===== src/rtl/noc_pkg.sv =====
// noc_pkg: shared mesh NoC definitions.
//   dir_e       - one-hot output direction, ordered {N,E,W,S,L} from MSB to LSB
//   flit_w      - flit width for a given dest-ID width and payload width
//   flit_valid  - extract the valid bit (MSB) of a flit
//   flit_dest   - extract the destination router ID field
//   flit_payload- extract the payload field
// Flit layout: {valid, dest[ID_W-1:0], payload[DATA_W-1:0]}.
// Extraction functions take the flit zero-extended to MAX_FLIT_W bits so a
// single definition serves every parameterisation; callers cast the result.
package noc_pkg;

    typedef enum logic [4:0] {
        DIR_N = 5'b10000,
        DIR_E = 5'b01000,
        DIR_W = 5'b00100,
        DIR_S = 5'b00010,
        DIR_L = 5'b00001
    } dir_e;

    localparam int MAX_FLIT_W = 64;

    function automatic int flit_w(input int id_w, input int data_w);
        return 1 + id_w + data_w;
    endfunction

    function automatic logic flit_valid(input logic [MAX_FLIT_W-1:0] flit,
                                        input int                    fw);
        return flit[fw-1];
    endfunction

    function automatic logic [MAX_FLIT_W-1:0] flit_dest(
        input logic [MAX_FLIT_W-1:0] flit,
        input int                    id_w,
        input int                    data_w
    );
        logic [MAX_FLIT_W-1:0] mask;
        mask = (MAX_FLIT_W'(1) << id_w) - MAX_FLIT_W'(1);
        return (flit >> data_w) & mask;
    endfunction

    function automatic logic [MAX_FLIT_W-1:0] flit_payload(
        input logic [MAX_FLIT_W-1:0] flit,
        input int                    data_w
    );
        logic [MAX_FLIT_W-1:0] mask;
        mask = (MAX_FLIT_W'(1) << data_w) - MAX_FLIT_W'(1);
        return flit & mask;
    endfunction

endpackage


===== src/rtl/xy_route_calc.sv =====
// xy_route_calc: combinational dimension-ordered (X then Y) route decision.
//   dest    - destination router ID of the flit
//   own_id  - ID of the router making the decision
//   route   - one-hot {N,E,W,S,L}; all zero when dest is illegal
//   illegal - dest does not name a router in this mesh
// IDs are y*MESH_X + x with row 0 on the north edge, so a smaller y is north.
module xy_route_calc
    import noc_pkg::*;
#(
    parameter int MESH_X = 4,
    parameter int MESH_Y = 4,
    parameter int ID_W   = 4
) (
    input  logic [ID_W-1:0] dest,
    input  logic [ID_W-1:0] own_id,
    output logic [4:0]      route,
    output logic            illegal
);

    localparam int unsigned MX    = MESH_X;
    localparam int unsigned NODES = MESH_X * MESH_Y;

    int unsigned d, o, dx, dy, ox, oy;

    always_comb begin
        d       = 32'(dest);
        o       = 32'(own_id);
        dx      = d % MX;
        dy      = d / MX;
        ox      = o % MX;
        oy      = o / MX;
        illegal = (d >= NODES);
        route   = '0;
        if (!illegal) begin
            if (dx > ox)      route = DIR_E;
            else if (dx < ox) route = DIR_W;
            else if (dy < oy) route = DIR_N;
            else if (dy > oy) route = DIR_S;
            else              route = DIR_L;
        end
    end

endmodule


===== src/rtl/mesh_input_port.sv =====
// mesh_input_port: buffered input port of a 2D-mesh XY router.
//   clk, rst     - clock; asynchronous active-high reset
//   flit_i       - incoming flit {valid, dest, payload}
//   grant_i      - crossbar grant, pops the head flit when it has a route
//   head_flit_o  - head entry (valid bit 0 when empty)
//   route_req_o  - one-hot {N,E,W,S,L} request for the head flit
//   consume_o    - registered pulse per flit removed (popped or dropped)
//   full_o       - buffer holds DEPTH flits
//   count_o      - occupancy
//   drop_cnt_o   - saturating count of flits dropped for an illegal dest
//   overflow_o   - sticky: a flit arrived while full with nothing leaving
//
// Handshake: flit_i carries its own valid bit and there is no ready back to
// the sender. The sender is expected to track buffer space from consume_o
// (one pulse per freed slot, one cycle after the slot frees); a flit that
// arrives with no space is lost and flagged on overflow_o. On the crossbar
// side route_req_o acts as valid and grant_i as ready: the head leaves in a
// cycle where both are set, and a grant with no request is ignored.
module mesh_input_port
    import noc_pkg::*;
#(
    parameter  int MESH_X    = 4,
    parameter  int MESH_Y    = 4,
    parameter  int ROUTER_ID = 0,
    parameter  int DATA_W    = 12,
    parameter  int DEPTH     = 4,
    localparam int ID_W      = $clog2(MESH_X * MESH_Y),
    localparam int FLIT_W    = flit_w(ID_W, DATA_W),
    localparam int CNT_W     = $clog2(DEPTH) + 1
) (
    input  logic              clk,
    input  logic              rst,
    input  logic [FLIT_W-1:0] flit_i,
    input  logic              grant_i,
    output logic [FLIT_W-1:0] head_flit_o,
    output logic [4:0]        route_req_o,
    output logic              consume_o,
    output logic              full_o,
    output logic [CNT_W-1:0]  count_o,
    output logic [7:0]        drop_cnt_o,
    output logic              overflow_o
);

    localparam int               PTR_W   = $clog2(DEPTH);
    localparam logic [CNT_W-1:0] DEPTH_C = CNT_W'(DEPTH);
    localparam logic [ID_W-1:0]  OWN_ID  = ID_W'(ROUTER_ID);

    logic [FLIT_W-1:0] mem [DEPTH];
    logic [PTR_W-1:0]  wr_ptr, rd_ptr;
    logic [CNT_W-1:0]  count;
    logic              consume_q;
    logic              overflow_q;
    logic [7:0]        drop_cnt;

    logic              head_valid;
    logic [ID_W-1:0]   head_dest;
    logic [4:0]        route_raw;
    logic              dest_illegal;
    logic              in_valid, pop, drop, remove, push, overflow_evt;

    // Head is read straight from storage: a flit written this cycle shows up
    // next cycle, never combinationally from flit_i.
    assign head_valid  = (count != '0);
    assign head_flit_o = head_valid ? mem[rd_ptr] : '0;
    assign head_dest   = ID_W'(flit_dest(MAX_FLIT_W'(head_flit_o), ID_W, DATA_W));

    xy_route_calc #(
        .MESH_X (MESH_X),
        .MESH_Y (MESH_Y),
        .ID_W   (ID_W)
    ) u_route (
        .dest    (head_dest),
        .own_id  (OWN_ID),
        .route   (route_raw),
        .illegal (dest_illegal)
    );

    assign route_req_o = head_valid ? route_raw : '0;

    assign in_valid = flit_valid(MAX_FLIT_W'(flit_i), FLIT_W);
    assign pop      = grant_i & (route_req_o != '0);
    // An illegal head never requests, so it is removed here without a grant.
    assign drop     = head_valid & dest_illegal;
    assign remove   = pop | drop;
    // A slot freed this cycle may be refilled this cycle, even when full.
    assign push         = in_valid & ((count != DEPTH_C) | remove);
    assign overflow_evt = in_valid & (count == DEPTH_C) & ~remove;

    always_ff @(posedge clk or posedge rst) begin
        if (rst) begin
            wr_ptr     <= '0;
            rd_ptr     <= '0;
            count      <= '0;
            consume_q  <= 1'b0;
            overflow_q <= 1'b0;
            drop_cnt   <= '0;
        end else begin
            if (push)   wr_ptr <= wr_ptr + PTR_W'(1);
            if (remove) rd_ptr <= rd_ptr + PTR_W'(1);
            case ({push, remove})
                2'b10:   count <= count + CNT_W'(1);
                2'b01:   count <= count - CNT_W'(1);
                default: count <= count;
            endcase
            consume_q <= remove;
            if (overflow_evt) overflow_q <= 1'b1;
            if (drop && (drop_cnt != 8'hFF)) drop_cnt <= drop_cnt + 8'd1;
        end
    end

    // Storage has no reset; entries are only observable once written.
    always_ff @(posedge clk) begin
        if (push) mem[wr_ptr] <= flit_i;
    end

    assign consume_o  = consume_q;
    assign full_o     = (count == DEPTH_C);
    assign count_o    = count;
    assign drop_cnt_o = drop_cnt;
    assign overflow_o = overflow_q;

endmodule


===== config.mk =====
export PLATFORM = sky130hd
export DESIGN_NAME = mesh_input_port
export DESIGN_NICKNAME = d
export VERILOG_FILES = /design/src/rtl/noc_pkg.sv /design/src/rtl/xy_route_calc.sv /design/src/rtl/mesh_input_port.sv
export SDC_FILE = /design/constraint.sdc
export NUM_CORES = 1
export LEC_CHECK = 0
export BUFFER_PORTS_ARGS = -buffer_cell sky130_fd_sc_hd__buf_2
export CAP_MARGIN = 5
export CORE_UTILIZATION = 55
export CTS_CLUSTER_DIAMETER = 100
export DETAILED_ROUTE_END_ITERATION = 8
export PLACE_DENSITY = 0.8
export SKIP_CTS_REPAIR_TIMING = 1
export SLEW_MARGIN = 20
export SYNTH_ARGS = -nofsm -noshare
export SYNTH_HDL_FRONTEND = slang
export SYNTH_SLANG_ARGS = --single-unit

===== constraint.sdc =====
create_clock -name clk -period 5.37 [get_ports clk]
set_input_delay 1.074 -clock clk [delete_from_list [all_inputs] [get_ports clk]]
set_output_delay 1.074 -clock clk [all_outputs]
set_load 0.005 [all_outputs]

### After elaboration in Yosys (flattened, before gate mapping)

Memory sizes are Yosys's and may differ from the RTL's.
Cells that the tools add are included.

* add/sub/neg operators: 4
* order comparisons: 4
* equal/unequal tests: 4
* muxes and demuxes: 9
* bitwise logic cells: 6
* reductions and logical operators: 3

Operators by type and width (count)
* 2-to-1 mux 5 bit: 4
* 2-to-1 mux 17 bit: 1
* case mux 3 bit (2 select lines): 1
* nonzero test 5 bit: 1
* adder 2 x 1 -> 2 bit, second input constant: 2
* AND 1 bit: 4
* greater-than comparator 2 x 1 -> 1 bit, second input constant: 2
* less-than comparator 2 x 1 -> 1 bit, second input constant: 2
* adder 3 x 1 -> 3 bit, second input constant: 1
* == test 3 bit, second input constant: 1
* inequality test 3 bit, second input constant: 1
* nonzero test 3 bit: 1
* subtractor 3 x 1 -> 3 bit, second input constant: 1
* == test 2 x 1 -> 1 bit, second input constant: 1
* == test 2 bit, second input constant: 1
* 2-to-1 mux 1 bit: 2
* 2-to-1 mux 2 bit: 1
* nonzero test 2 bit: 1
* inverter 1 bit: 1
* bitwise OR 1 bit: 1

* bits in registers: 9
* memory bits (writable): 68
* input port bits: 20
* output and inout bits: 36
* word-level logic and storage cells: 36
* memories: 1

Memories
* mem: words 4, bits a word 17, read ports 1, clocked after Yosys merged registers in 0, wr ports 1, RTL line mesh_input_port.sv:48 `logic [FLIT_W-1:0] mem [DEPTH];`

### Depth between registers and ports, before layout

* word-level depth: 14
* gate-level depth with buffers: 9
* gate-level depth less buffers: 9

### Cells and area by module

From an unflattened synthesis, not the netlist that was laid out.

* cell total of the unflattened synthesis: 231
* area, all modules: 3771.1 um^2

Modules (own cells, without submodules)
* mesh_input_port: times used 1, cells each 209, area an instance 3577.2 um^2, sequential area each 2467.4 um^2
* xy_route_calc: times used 1, cells each 22, area an instance 193.9 um^2, sequential area each 0.0 um^2

### Worst setup path after synthesis

No wires, ideal clock.

* path type: input -> register
* start: input grant_i
* end: register count[2] (netlist: count_o[2])
* library setup time: 0.079 ns
* data arrival time: 2.566 ns
* data required time: 5.291 ns
* slack: 2.725 ns
* cell stages on the path: 9
* path buffers: 0
* path through: nor4b_1 -> nor2b_1 -> inv_1 -> ha_1 -> inv_1 -> fa_1 -> xor2_1 -> nor2_1 -> xor2_1

* cells in the longest elaborated chain, start to end: 5
* elaborated cells on any way between the ends: 7
* those cells by class: eq/ne (2); mux (1); bitwise (3); reduce/logical (1)

Ends and longest elaborated chain
* from (decl): RTL line mesh_input_port.sv:34 `input logic grant_i,`
* AND 1 bit *: RTL line mesh_input_port.sv:81 `assign pop = grant_i & (route_req_o != '0);`
* bitwise OR 1 bit: RTL line mesh_input_port.sv:86 `assign push = in_valid & ((count != DEPTH_C) | remove);`
* AND 1 bit: RTL line mesh_input_port.sv:86
* == test 2 x 1 -> 1 bit or == test 2 bit (tied branches): RTL line mesh_input_port.sv:100 `case ({push, remove})`
* case mux 3 bit (2 select lines) or nonzero test 2 bit (tied branches)
* to (signal assigned): RTL line mesh_input_port.sv:101 `2'b10: count <= count + CNT_W'(1);`
* to (signal assigned): RTL line mesh_input_port.sv:102 `2'b01: count <= count - CNT_W'(1);`
* to (signal assigned): RTL line mesh_input_port.sv:103 `default: count <= count;`
* to (decl): RTL line mesh_input_port.sv:50 `logic [CNT_W-1:0] count;`

Mark *: on every way between the ends. The rest lies on a longest branch, timed or not.
A chain may end at the register's enable or synchronous reset.

### Worst setup path after layout

* start: register rd_ptr[0]
* end: output route_req_o[0]

* cells in the longest elaborated chain, start to end: 8
* elaborated cells on any way between the ends: 11
* those cells by class: order compare (4); mux (6); memory (1)

Ends and longest elaborated chain
* from (decl): RTL line mesh_input_port.sv:49 `logic [PTR_W-1:0] wr_ptr, rd_ptr;`
* from (signal assigned): RTL line mesh_input_port.sv:99 `if (remove) rd_ptr <= rd_ptr + PTR_W'(1);`
* memory read (4 x 17 bit) *
* 2-to-1 mux 17 bit *: RTL line mesh_input_port.sv:64 `assign head_flit_o = head_valid ? mem[rd_ptr] : '0;`
* greater-than comparator 2 x 1 -> 1 bit: RTL line xy_route_calc.sv:38 `else if (dy > oy) route = DIR_S;`
* 2-to-1 mux 2 bit: RTL line xy_route_calc.sv:38
* 2-to-1 mux 5 bit: RTL line xy_route_calc.sv:37 `else if (dy < oy) route = DIR_N;`
* 2-to-1 mux 5 bit: RTL line xy_route_calc.sv:36 `else if (dx < ox) route = DIR_W;`
* 2-to-1 mux 5 bit *: RTL line xy_route_calc.sv:35 `if (dx > ox) route = DIR_E;`
* 2-to-1 mux 5 bit *: RTL line mesh_input_port.sv:78 `assign route_req_o = head_valid ? route_raw : '0;`
* to (decl): RTL line mesh_input_port.sv:36 `output logic [4:0] route_req_o,`

Marked as above.

==> results by group <==
Finish
  – Non-Filler Instances: 298
  – Layout overhead on the synthesized area: 12.7%
  – Number of nets in the finished design: roughly 250
  – Fraction of layout cells with a size suffix above 1: 31.4%
  – Ant diodes: 0

Worst setup path
  – Destination of the worst register-to-register timing path: count_o[2]
  – Critical path launch point type: flip-flop
  – FF-to-FF setup slack: 2.97 ns
  – Data arrival time of the critical path: around 2.3 ns
  – Data required time at the worst endpoint: 4.30 ns
  – Max stage delay on crit path: 0.65 ns
  – Slowest cell on crit path: dfrtp_1
  – Sequence of cells on the critical path: buf_4, mux4_2, nor2_2, a21boi_2, buf_2
  – Bufs and invs on worst path: 2
  – Nature of the critical path endpoint: output port
  – Crit-path leading delay family: flip-flops
  – FF-to-FF path depth: 8
  – Crit path max fanout: 12
  – Beginning of the worst register-to-register path: count_o[0]
  – WS Path Type: flip-flop to output port

Hold path
  – Hold crit path type: flip-flop to flip-flop
  – Worst hold path startpoint: overflow_o
  – Number of instances on the worst hold path: 1
  – Worst hold endpoint: overflow_o

Detailed routing
  – Per-cell routed wire length: 16.5 um
  – Post-detailed-routing wire length: 4900 um
  – Number of remaining DRC errors: 0
  – Number of search-and-repair iterations in the first detailed-routing pass: 4
  – Vias: 1,543
  – Number of routed nets with antenna violations: 0
  – Number of vias per cell: 5.18
  – Initial DRC Count: 47

Timing
  – Endpoints failing setup: 0
  – Post-route clock period utilization: approximately 62%
  – Highest achievable clock rate: 299 MHz
  – Post-Route Skew: 0.00639 ns
  – Worst rel slew slack: about 40%
  – Final hold vios: 0
  – Setup TNS: 0 ns
  – Unrepaired setup endpoints after global routing: false
  – Number of pins with negative max-slew slack in the final report: 0
  – Tightest Pin Transition: 0.907 ns
  – Final period demand of the worst path: ~3.3 ns

Placement
  – Cell total after placement: approximately 280
  – I/O Buffers: 45
  – HPWL after detailed placement: a little over 3000 um
  – Final weighted congestion in routability-driven placement: 0.724

Synthesis
  – Post-synthesis cell area: 3200 um2
  – Adder-cell share of the synthesized area: 2.58%
  – Largest family of logic cells by synthesized area: multiplexers
  – Synthesized netlist cell count: 171
  – Area fraction in compound gates after synthesis: 0.977%
  – Share of cell area taken by muxes after synthesis: ~14%
  – Post-synthesis simple-gate area fraction: 6.10%
  – Yosys warning count: 0
  – Average instance area after synthesis: 18.7 um2
  – Number of storage elements in the synthesis netlist: 77
  – Number of unique standard cell types used by synthesis: 30
  – Fraction of the yosys area taken by sequential cells: 70.8%
  – Post-Synth XOR/XNOR Area: 1.64%

Floorplanning
  – Horizontal die dimension: 78.3 um
  – Initial core utilization: 57.4%
  – Total Die Area: 6130 um2
  – Vertical extent of the die: 78.3 um
  – Cell Rows: 27
  – Top-Level Pins: 56
  – Core outline area: 5570 um2

Pwr
  – Power share of the sequential group: 47.8%
  – Combinational share of power: around a third
  – Power per unit of standard cell area: 517 nW/um2
  – Net Sw Frac: between 30% and 40%
  – Leakage dissipation: 1.36 nW
  – Clock power frac: about a fifth
  – Switching component of the power: approximately 0.57 mW
  – Cell-internal power: 1.30 mW
  – Maximum ir drop on the vdd rail: 0.285 mV

GRT
  – Sum of overflow across all layers after global routing: 0
  – Vias in the first global route: 1,594
  – Global-route wire length before repair: 7910 um
  – Largest net degree at the start of global routing: 23
  – Total global routing track utilization: 18.6%
  – Initial antenna violation count: 0

Clock tree
  – Clock network latency to the later pin of the worst-skew pair: about 0.34 ns
  – Num CTS Buffers: 9
  – Maximum number of buffers from clock root to sink: 2
  – Maximum level of the CTS H-tree: 3
  – Number of sinks on the clock net: 77
  – TritonCTS clock tree: yes
  – Clk slew on worst S/H paths: around 0.07 ns
  – Cell at the root of the clock tree: clkbuf_8

Status
  – Run status: finished, final reports clean

Run
  – Maximum Capacitance Violations: 0
-- flip-flops by register name, indices dropped and copies added (netlist names) --
register,cells
consume_o,1
rd_ptr,2
mem,68
count_o,3
overflow_o,1
wr_ptr,2
-- metrics by stage --
step / utilization, % / power, mW / setup WS (ns) / hold WS, ns / area [um2]
after detailed placement: 61.9 / 1.54 / 2.33 / 0.444 / 3450
after global placement: 61.9 / 1.52 / 2.35 / 0.441 / 3450
final: 64.7 / 1.87 / 2.02 / 0.455 / 3610
after global routing: 64.7 / 1.99 / 1.79 / 0.480 / 3610
after floorplan: - / 1.32 / 2.73 / 0.451 / 3230
after CTS: 64.7 / 1.89 / 1.95 / 0.461 / 3610
-- per-layer routing --
layer,up-vias,GRT usage [%],wire length (um)
met5,-,0,0
met4,0,11.7,116
met3,12,4.65,232
met2,46,28.8,2410
met1,759,23.6,2140
li1,726,-,-
-- layout make-up --
type	count	area (um2)
clock buffer	10	128
tap	72	90.1
timing repair buffer	46	233
inverter	7	26.3
clock inverter	6	30.0
multi-input combinational	80	833
fill	405	1970
sequential	77	2270
-- kinds of logic after synthesis --
| kind of cell | count (synthesis) |
|---|---|
| flip-flops | 77 |
| AO/OA/AOI/OAI | 4 |
| other | 1 |
| adder cells (fa/ha/maj) | 6 |
| XOR/XNOR | 6 |
| AND/OR/NAND/NOR | 31 |
| buffers and inverters | 23 |
| multiplexers | 23 |
-- synth_stat cells --
cell type	n	area, um2
fa_1	1	20.0
nor2b_1	1	6.26
a21o_1	1	7.51
mux4_1	4	105
buf_6	1	11.3
a21boi_2	1	11.3
nor2_1	1	3.75
nand4b_1	1	8.76
edfxtp_1	68	2040
dfrtp_1	9	225
nand4_1	1	6.26
or3_1	1	6.26
nor4b_1	1	8.76
mux2_2	1	11.3
a21oi_1	1	5.00
ha_1	5	62.6
buf_4	10	75.1
xor2_1	3	26.3
buf_2	2	10.0
conb_1	1	3.75
and2_1	22	138
nor2_2	1	6.26
xnor2_1	3	26.3
clkbuf_1	3	11.3
mux4_2	11	248
o21a_1	1	7.51
and3_1	1	6.26
nand3_1	1	5.00
inv_1	7	26.3
mux2i_1	7	70.1
-- cells in the final DEF (no fill, tap or decap), types with 2 or more instances in the layout --
| master | n |
|---|---|
| and2_1 | 22 |
| buf_2 | 45 |
| clkbuf_8 | 9 |
| clkinv_1 | 4 |
| clkinvlp_4 | 2 |
| conb_1 | 10 |
| dfrtp_1 | 9 |
| edfxtp_1 | 68 |
| ha_1 | 5 |
| inv_1 | 7 |
| mux2i_1 | 7 |
| mux4_1 | 4 |
| mux4_2 | 11 |
| xnor2_1 | 3 |
| xor2_1 | 3 |
-- worst max path at each step --
stage / startpoint / cells after the start / slack, ns / to
global placement: rd_ptr[0] / 5 / 2.35 / route_req_o[0]
detailed placement: rd_ptr[0] / 5 / 2.33 / route_req_o[0]
finish: rd_ptr[0] / 5 / 2.02 / route_req_o[0]
CTS: rd_ptr[0] / 5 / 1.95 / route_req_o[0]
floorplan: grant_i / 9 / 2.73 / count_o[2]
global route: rd_ptr[0] / 5 / 1.79 / route_req_o[0]
-- worst register-to-register path: cells and delay by family (launching register included) --
kind          cells  cell delay [ns]
flops             1             0.43
xor+xnor          2             0.30
fa+ha+maj         2             0.57
simple gates      3             0.97
buf+inv           1             0.06
-- power groups by stage --
stage                     registers (mW)  clock network (mW)  logic, mW
after detailed placement           0.906                   0      0.630
after CTS                          0.894               0.362      0.632
after global placement             0.899                   0      0.622
after floorplan                    0.848                   0      0.468
after global routing               0.908               0.387      0.696
final                              0.891               0.355      0.620
Power figures use the tool's default switching activity.
